### src/rtl/uart_fifo_ctrl.sv
// uart_fifo_ctrl: FIFO controller for an external dual-port RAM with a
// registered port-B read (1-cycle read latency).
// Optional sticky overflow/underflow flags are built when UART_FIFO_ERR_FLAG_EN
// is defined; otherwise o_ovf/o_udf are tied to 0.
module uart_fifo_ctrl #(
   parameter int unsigned DATA_WIDTH = 8,
   parameter int unsigned ADDR_WIDTH = 3,
   parameter int unsigned AFULL_LVL  = 6
) (
   input  logic                  i_clk,
   input  logic                  i_rst,
   input  logic                  i_clr,
   input  logic                  i_push,
   input  logic [DATA_WIDTH-1:0] i_wr_data,
   input  logic                  i_pop,
   output logic [DATA_WIDTH-1:0] o_rd_data,
   output logic                  o_rd_valid,
   output logic                  o_full,
   output logic                  o_empty,
   output logic                  o_afull,
   output logic [ADDR_WIDTH:0]   o_count,
   output logic                  o_ovf,
   output logic                  o_udf,
   output logic [ADDR_WIDTH-1:0] o_ram_addr_a,
   output logic [DATA_WIDTH-1:0] o_ram_data_a,
   output logic                  o_ram_wr_a,
   output logic [ADDR_WIDTH-1:0] o_ram_addr_b,
   output logic                  o_ram_wr_b,
   input  logic [DATA_WIDTH-1:0] i_ram_data_b
);

   localparam logic [ADDR_WIDTH:0] AfullLvl = AFULL_LVL[ADDR_WIDTH:0];
   localparam logic [ADDR_WIDTH:0] PtrZero  = '0;

   logic [ADDR_WIDTH:0] wr_ptr_q, wr_ptr_d;
   logic [ADDR_WIDTH:0] rd_ptr_q, rd_ptr_d;
   logic                rd_valid_q, rd_valid_d;
   logic                push_acc, pop_acc;

   // Status flags, derived from registered pointers only
   always_comb begin
      o_empty = (wr_ptr_q == rd_ptr_q);
      o_full  = (wr_ptr_q[ADDR_WIDTH-1:0] == rd_ptr_q[ADDR_WIDTH-1:0]) &&
                (wr_ptr_q[ADDR_WIDTH] != rd_ptr_q[ADDR_WIDTH]);
      o_count = wr_ptr_q - rd_ptr_q;
      o_afull = (o_count >= AfullLvl);
   end

   // Accept decisions; clear and reset suppress both sides, so no RAM write either
   always_comb begin
      pop_acc  = i_pop && !o_empty && !i_clr && !i_rst;
      push_acc = i_push && (!o_full || pop_acc) && !i_clr && !i_rst;
   end

   // RAM port drive: write on accepted push, read address always follows rd_ptr
   always_comb begin
      o_ram_wr_a   = push_acc;
      o_ram_addr_a = wr_ptr_q[ADDR_WIDTH-1:0];
      o_ram_data_a = i_wr_data;
      o_ram_addr_b = rd_ptr_q[ADDR_WIDTH-1:0];
      o_ram_wr_b   = 1'b0;
      o_rd_data    = i_ram_data_b;
      o_rd_valid   = rd_valid_q;
   end

   // Pointer and read-valid next state; pointers wrap by natural overflow
   always_comb begin
      wr_ptr_d   = wr_ptr_q + {{ADDR_WIDTH{1'b0}}, push_acc};
      rd_ptr_d   = rd_ptr_q + {{ADDR_WIDTH{1'b0}}, pop_acc};
      rd_valid_d = pop_acc;
      if (i_clr) begin
         wr_ptr_d   = PtrZero;
         rd_ptr_d   = PtrZero;
         rd_valid_d = 1'b0;
      end
   end

   // Pointer and read-valid state with synchronous reset
   always_ff @(posedge i_clk) begin
      if (i_rst) begin
         wr_ptr_q   <= PtrZero;
         rd_ptr_q   <= PtrZero;
         rd_valid_q <= 1'b0;
      end else begin
         wr_ptr_q   <= wr_ptr_d;
         rd_ptr_q   <= rd_ptr_d;
         rd_valid_q <= rd_valid_d;
      end
   end

`ifdef UART_FIFO_ERR_FLAG_EN
   logic ovf_q, ovf_d;
   logic udf_q, udf_d;

   // Sticky error flags; cleared only by reset or flush
   always_comb begin
      ovf_d = ovf_q | (i_push & ~push_acc);
      udf_d = udf_q | (i_pop & o_empty);
      if (i_clr) begin
         ovf_d = 1'b0;
         udf_d = 1'b0;
      end
   end

   // Error flag state
   always_ff @(posedge i_clk) begin
      if (i_rst) begin
         ovf_q <= 1'b0;
         udf_q <= 1'b0;
      end else begin
         ovf_q <= ovf_d;
         udf_q <= udf_d;
      end
   end

   assign o_ovf = ovf_q;
   assign o_udf = udf_q;
`else
   assign o_ovf = 1'b0;
   assign o_udf = 1'b0;
`endif

endmodule

### config.mk
export PLATFORM = sky130hd
export DESIGN_NAME = uart_fifo_ctrl
export DESIGN_NICKNAME = d
export VERILOG_FILES = /design/src/rtl/uart_fifo_ctrl.sv
export SDC_FILE = /design/constraint.sdc
export NUM_CORES = 1
export LEC_CHECK = 0
export BUFFER_PORTS_ARGS = -buffer_cell sky130_fd_sc_hd__buf_2
export CELL_PAD_IN_SITES_DETAIL_PLACEMENT = 1
export CELL_PAD_IN_SITES_GLOBAL_PLACEMENT = 2
export CORE_MARGIN = 2
export CORE_UTILIZATION = 20
export DETAILED_ROUTE_END_ITERATION = 8
export PLACE_DENSITY = 0.76
export SLEW_MARGIN = 5
export SYNTH_ARGS = -nofsm -noshare
export SYNTH_HDL_FRONTEND = slang
export SYNTH_SLANG_ARGS = --single-unit
### constraint.sdc
create_clock -name i_clk -period 2.1 [get_ports i_clk]
set_input_delay 0.315 -clock i_clk [delete_from_list [all_inputs] [get_ports i_clk]]
set_output_delay 0.315 -clock i_clk [all_outputs]
set_load 0.02 [all_outputs]
==> impl_metrics.env, run 1 <==
export IMPL_finalMaxSlewViolations=0
export IMPL_grt_overflow=0
export IMPL_antenna_found_initial=0
export IMPL_yosysTopAreaCell="buf_4"
export IMPL_die_x_microns=64.2
export IMPL_syn_area_per_cell_sq_um=8.64
export IMPL_ant_nets=0
export IMPL_grt_pass1_vias=536
export IMPL_grt_first_pass_wirelength_microns=2530
export IMPL_syn_to_final_growth_pct=10.3
export IMPL_timing_hold_violations_final=0
export IMPL_hp_class="in2reg"
export IMPL_cp_required_ps=1780
export IMPL_drc=0
export IMPL_dp_slack_ps=-51.0
export IMPL_clock_skew_ps=9.94
export IMPL_cts_tree="built"
export IMPL_setup_tns_ps=-186
export IMPL_synth_top_family_by_area="buffers and inverters"
export IMPL_hold_worst_slack_ps=323
export IMPL_internal_power_uw=252
export IMPL_fp_dieArea_sq_um=4130
export IMPL_die_y_microns=64.2
export IMPL_vias=533
export IMPL_yosys_warnings=0
export IMPL_min_period_over_period_pct=109
export IMPL_syn_area_sq_um=726
export IMPL_cts_max_path_buffers=2
export IMPL_path_buf_inv=2
export IMPL_crit_path_max_incr_delay_ps=460
export IMPL_power_uw=330
export IMPL_yosys_top_cells_area="buf_4, dfxtp_1, ha_1, xnor2_1, inv_1"
export IMPL_violations="setup timing"
export IMPL_critPathMaxFanout=2
export IMPL_start_kind="flip-flop"
export IMPL_finalSetupViolations=1
export IMPL_clock_power_share_pct=40.0
export IMPL_fin_cells=134
export IMPL_diodes=0
export IMPL_clockRootBuffer="clkbuf_4"
export IMPL_hold_buffers=0
export IMPL_drt_iter0_markers=10
export IMPL_track_usage_pct=8.18
export IMPL_syn_inst=84
export IMPL_synth_compound_area_share_pct=5.17
export IMPL_fin_ws_ps=-186
export IMPL_synthAdderAreaFrac_pct=14.8
export IMPL_clk_insertion_delay_late_ps=260
export IMPL_path_cells="inv_2 > ha_4 > fa_1 > or3_4 > o21ai_2 > a21oi_2 > o211ai_1 > buf_4"
export IMPL_core_sq_um=3420
export IMPL_synth_simple_area_share_pct=15.2
export IMPL_endpoint_kind="primary output"
export IMPL_dpl_hpwl_microns=1240
export IMPL_synth_top_area_share_pct=25.9
export IMPL_grt_max_degree=8
export IMPL_cts_made_buffers=3
export IMPL_critPathTopFamily="adder cells"
export IMPL_cp_slowest_cell="fa_1"
export IMPL_place_inst=130
export IMPL_htreeDepth=1
export IMPL_swShare_pct=23.8
export IMPL_outcome="finished with violations"
export IMPL_cp_arrival_ps=1970
export IMPL_synth_seq_cells=9
export IMPL_netlist_cell_type_count=22
export IMPL_max_cap_viol_count=0
export IMPL_combPwrFrac_pct=8.3
export IMPL_fmax_mhz=437
export IMPL_synthMuxAreaShare_pct=0
export IMPL_period_minus_slack_ps=2290
export IMPL_nets=118
export IMPL_power_density_nw_per_um2=413
export IMPL_power_frac_seq_pct=51.6
export IMPL_io_pins=55
export IMPL_drive_gt1_share_pct=45.5
export IMPL_clk_pin_slew_ps=60
export IMPL_peakVddDrop_mv=0.0891
export IMPL_start_util_pct=21.2
export IMPL_leakagePower_nw=0.389
export IMPL_synth_xor_xnor_area_share_pct=9.48
export IMPL_grt_setup_unrepaired="true"
export IMPL_criticalPathCategory="reg2out"
export IMPL_cts_sinks=9
export IMPL_drt_wl_total_microns=1500
export IMPL_first_pass_iters=2
export IMPL_fillCellCount=420
export IMPL_viasPerCell=3.98
export IMPL_port_buffers=19
export IMPL_ys_seq_area_share_pct=24.8
export IMPL_place_gp_congestion=0.671
export IMPL_post_drt_wl_per_cell_microns=11.2
export IMPL_power_switching_uw=78.7
export IMPL_fp_row_count=21
-- through the flow --
step                      util (%)  cell area (sq um)
final                         23.4                801
after global routing          23.4                801
after CTS                     22.7                777
after detailed placement      21.4                732
after global placement        21.4                732
after floorplan                  -                737
-- placed cells by master (no fill, tap or decap), types with 2 or more instances in the layout --
master / Yosys / final
ha_1: 7 / 5
clkbuf_4: 0 / 3
buf_4: 25 / 7
a21o_1: 2 / 2
nand3_1: 4 / 4
a21oi_2: 0 / 2
nand2_1: 2 / 2
dfxtp_2: 0 / 3
conb_1: 1 / 3
nor4_1: 2 / 2
dfxtp_1: 9 / 5
nor3_1: 4 / 4
xor2_1: 2 / 2
xnor2_1: 4 / 4
inv_1: 8 / 7
buf_2: 0 / 16
and2_1: 4 / 4
-- final timing paths --
kind / startpoint / end / slack [ps] / cells past startpoint
worst max-delay path: wr_ptr_q[0] / o_afull / -190 / 8
worst min-delay path: i_clr / o_rd_valid / 320 / 2
worst max register to register: rd_ptr_q[2] / wr_ptr_q[2] / 190 / 9
worst min register to register: wr_ptr_q[2] / wr_ptr_q[2] / 600 / 2
-- routing by layer --
layer | global-route usage (%) | wire length (microns) | vias up
met4 | 5.59 | 28 | 0
met2 | 14.5 | 781 | 23
met3 | 2.46 | 123 | 8
met5 | 0 | 0 | -
li1 | - | - | 252
met1 | 8.17 | 569 | 250
-- cell usage after synthesis --
cell type  instances
ha_1               7
nor2_1             1
nor3_1             4
or3_1              1
dfxtp_1            9
fa_1               1
o211ai_1           1
xnor2_1            4
xor2_2             1
o21ai_0            1
nor2_2             1
nor4_1             2
nand3_1            4
conb_1             1
and2b_2            1
inv_1              8
a21oi_1            2
xor2_1             2
buf_4             25
and2_1             4
nand2_1            2
a21o_1             2
-- power groups by stage --
stage | sequential (mW) | combinational (mW) | clock (mW)
after floorplan | 0.176 | 0.0639 | 0
after global placement | 0.175 | 0.0261 | 0
after detailed placement | 0.175 | 0.0265 | 0
after CTS | 0.172 | 0.0272 | 0.142
after global routing | 0.171 | 0.0308 | 0.149
final | 0.171 | 0.0276 | 0.132
-- flip-flops by register name, indices dropped and copies added, names as in the netlist --
name	count
o_rd_valid	1
rd_ptr_q	4
wr_ptr_q	4
-- cell type report --
type | instances | area (sq um) | share of cell area, %
inverters | 8 | 30.0 | 3.75
flip-flops and latches | 9 | 188 | 23.4
well taps | 46 | 57.6 | 7.19
multi-input cells | 44 | 367 | 45.8
repair buffers | 23 | 133 | 16.6
clock buffers | 4 | 26.3 | 3.28
-- kinds of logic after synthesis --
kind of cell,after synthesis
AOI/OAI and AO/OA,6
xor gates and xnor gates,7
adders and majority gates,8
buffers and inverters,33
DFF,9
other,1
and+or+nand+nor,20
-- timing repair --
| item | CTS | global route |
|---|---|---|
| pin swaps | 4 | 2 |
| setup buffers | 0 | 0 |
| gates resized for setup | 8 | 8 |
| cloned | 0 | 0 |
| setup endpoints to repair | 3 | 4 |
(Power assumes the default switching activity.)
==> inputs of run 2 (changes only) <==
--- a/config.mk
+++ b/config.mk
@@ -12,6 +12,7 @@
 export CORE_UTILIZATION = 20
 export DETAILED_ROUTE_END_ITERATION = 8
 export PLACE_DENSITY = 0.76
+export SETUP_SLACK_MARGIN = 0.1
 export SLEW_MARGIN = 5
 export SYNTH_ARGS = -nofsm -noshare
 export SYNTH_HDL_FRONTEND = slang
==> impl_metrics.env, run 2 (synthesis gave the netlist of run 1 again) <==
export IMPL_grt_pass1_vias=512
export IMPL_clock_skew_ps=0.530
export IMPL_finalMaxSlewViolations=0
export IMPL_grt_setup_unrepaired="true"
export IMPL_min_period_over_period_pct=108
export IMPL_drt_iter0_markers=12
export IMPL_max_cap_viol_count=0
export IMPL_antenna_found_initial=0
export IMPL_final_common_cell="buf_2"
export IMPL_timing_hold_violations_final=0
export IMPL_fmax_mhz=442
export IMPL_start_kind="flip-flop"
export IMPL_cts_made_buffers=3
export IMPL_start_util_pct=21.2
export IMPL_cts_sinks=9
export IMPL_cts_tree="built"
export IMPL_grt_first_pass_wirelength_microns=2360
export IMPL_fp_dieArea_sq_um=4130
export IMPL_grt_max_degree=8
export IMPL_cp_arrival_ps=1950
export IMPL_critPathMaxFanout=2
export IMPL_outcome="finished with violations"
export IMPL_diodes=0
export IMPL_track_usage_pct=7.78
export IMPL_fin_ws_ps=-161
export IMPL_die_x_microns=64.2
export IMPL_hold_buffers=0
export IMPL_place_inst=130
export IMPL_first_pass_iters=2
export IMPL_reg2reg_slack_ps=240
export IMPL_clockRootBuffer="clkbuf_4"
export IMPL_clk_insertion_delay_late_ps=260
export IMPL_hp_class="in2reg"
export IMPL_post_drt_wl_per_cell_microns=10.7
export IMPL_fin_area_sq_um=916
export IMPL_nets=123
export IMPL_dpl_instance_area_sq_um=743
export IMPL_cp_required_ps=1780
export IMPL_syn_to_final_growth_pct=26.2
export IMPL_fin_cells=139
export IMPL_violations="setup timing"
export IMPL_core_sq_um=3420
export IMPL_timing_rr_start="rd_ptr_q[1]"
export IMPL_fp_row_count=21
export IMPL_dpl_hpwl_microns=1180
export IMPL_drc=0
export IMPL_viasPerCell=3.77
export IMPL_period_minus_slack_ps=2260
export IMPL_clk_pin_slew_ps=60
export IMPL_leakagePower_nw=0.425
export IMPL_io_pins=55
export IMPL_endpoint_kind="primary output"
export IMPL_peakVddDrop_mv=0.0908
export IMPL_power_density_nw_per_um2=362
export IMPL_ant_nets=0
export IMPL_grt_overflow=0
export IMPL_worstHoldStart="i_rst"
export IMPL_criticalPathCategory="reg2out"
export IMPL_place_gp_congestion=0.748
export IMPL_htreeDepth=1
export IMPL_drive_gt1_share_pct=53.8
export IMPL_port_buffers=19
export IMPL_finalSetupViolations=1
export IMPL_die_y_microns=64.2
export IMPL_drt_wl_total_microns=1480
export IMPL_crit_start="wr_ptr_q[0]"
export IMPL_cts_max_path_buffers=2
export IMPL_vias=524
export IMPL_most_common_layout_cells="buf_2, buf_4, inv_1, dfxtp_1"
## run 2: cell types whose count changed in the layout (fill, tap and decap cells not counted), moves of 2 or more
cell	before	now
inv_1	7	5
ha_4	1	4
buf_4	7	11
dfxtp_2	3	1
buf_2	16	14
ha_1	5	3
dfxtp_4	1	3
buf_6	0	3
a21oi_2	2	0
## run 2: cell type report
cell class / instances / area [sq um]
Fill cell: 409 / 2500
Multi-Input combinational cell: 44 / 420
Sequential cell: 9 / 193
Timing Repair Buffer: 28 / 186
Tap cell: 46 / 57.6
Inverter: 8 / 32.5
Clock buffer: 4 / 26.3
## run 2: path summary, 6_finish.rpt
path / to / cells after the start
setup / recovery: o_afull / 8
hold / removal: wr_ptr_q[2] / 2
setup reg to reg: wr_ptr_q[2] / 10
hold reg to reg: wr_ptr_q[3] / 2
## run 2: per-stage QoR
stage | setup TNS (ps) | setup WS [ps] | hold slack, ps | power [mW] | utilization [%]
finish | -161 | -161 | 312 | 0.332 | 26.8
global route | -264 | -264 | 310 | 0.350 | 26.8
CTS | -210 | -210 | 311 | 0.339 | 24.9
detailed placement | 0 | 11.8 | 588 | 0.204 | 21.8
global placement | 0 | 60.3 | 582 | 0.203 | 21.8
floorplan | 0 | 101 | 392 | 0.241 | -
## run 2: worst max-delay path, stage by stage, from the launching register on
cell      delay [ps]
dfxtp_2          330
inv_2             40
ha_4             150
fa_2             420
or3_4            380
o21ai_2           60
a21oi_1           50
o211ai_1          90
buf_4            160
## run 2: per-layer routing
metal / GRT usage [%] / wire length, microns / vias up
met3: 2.99 / 128 / 6
met5: 0 / 0 / -
met1: 7.98 / 574 / 233
met2: 13.4 / 760 / 20
met4: 4.52 / 20 / 0
li1: - / - / 265
## run 2: report_power, final
group	leakage (nW)	internal, mW	switching (mW)	total (mW)
Combinational	0.335	0.0109	0.0207	0.0316
Sequential	0.0754	0.168	0.000438	0.168
Clock	0.0150	0.0731	0.0591	0.132
## run 2: repair_timing
item	CTS	global route
pin swaps	4	3
resized for setup	13	15
buffers inserted	4	2
setup endpoints to repair	5	7
cloned	0	0
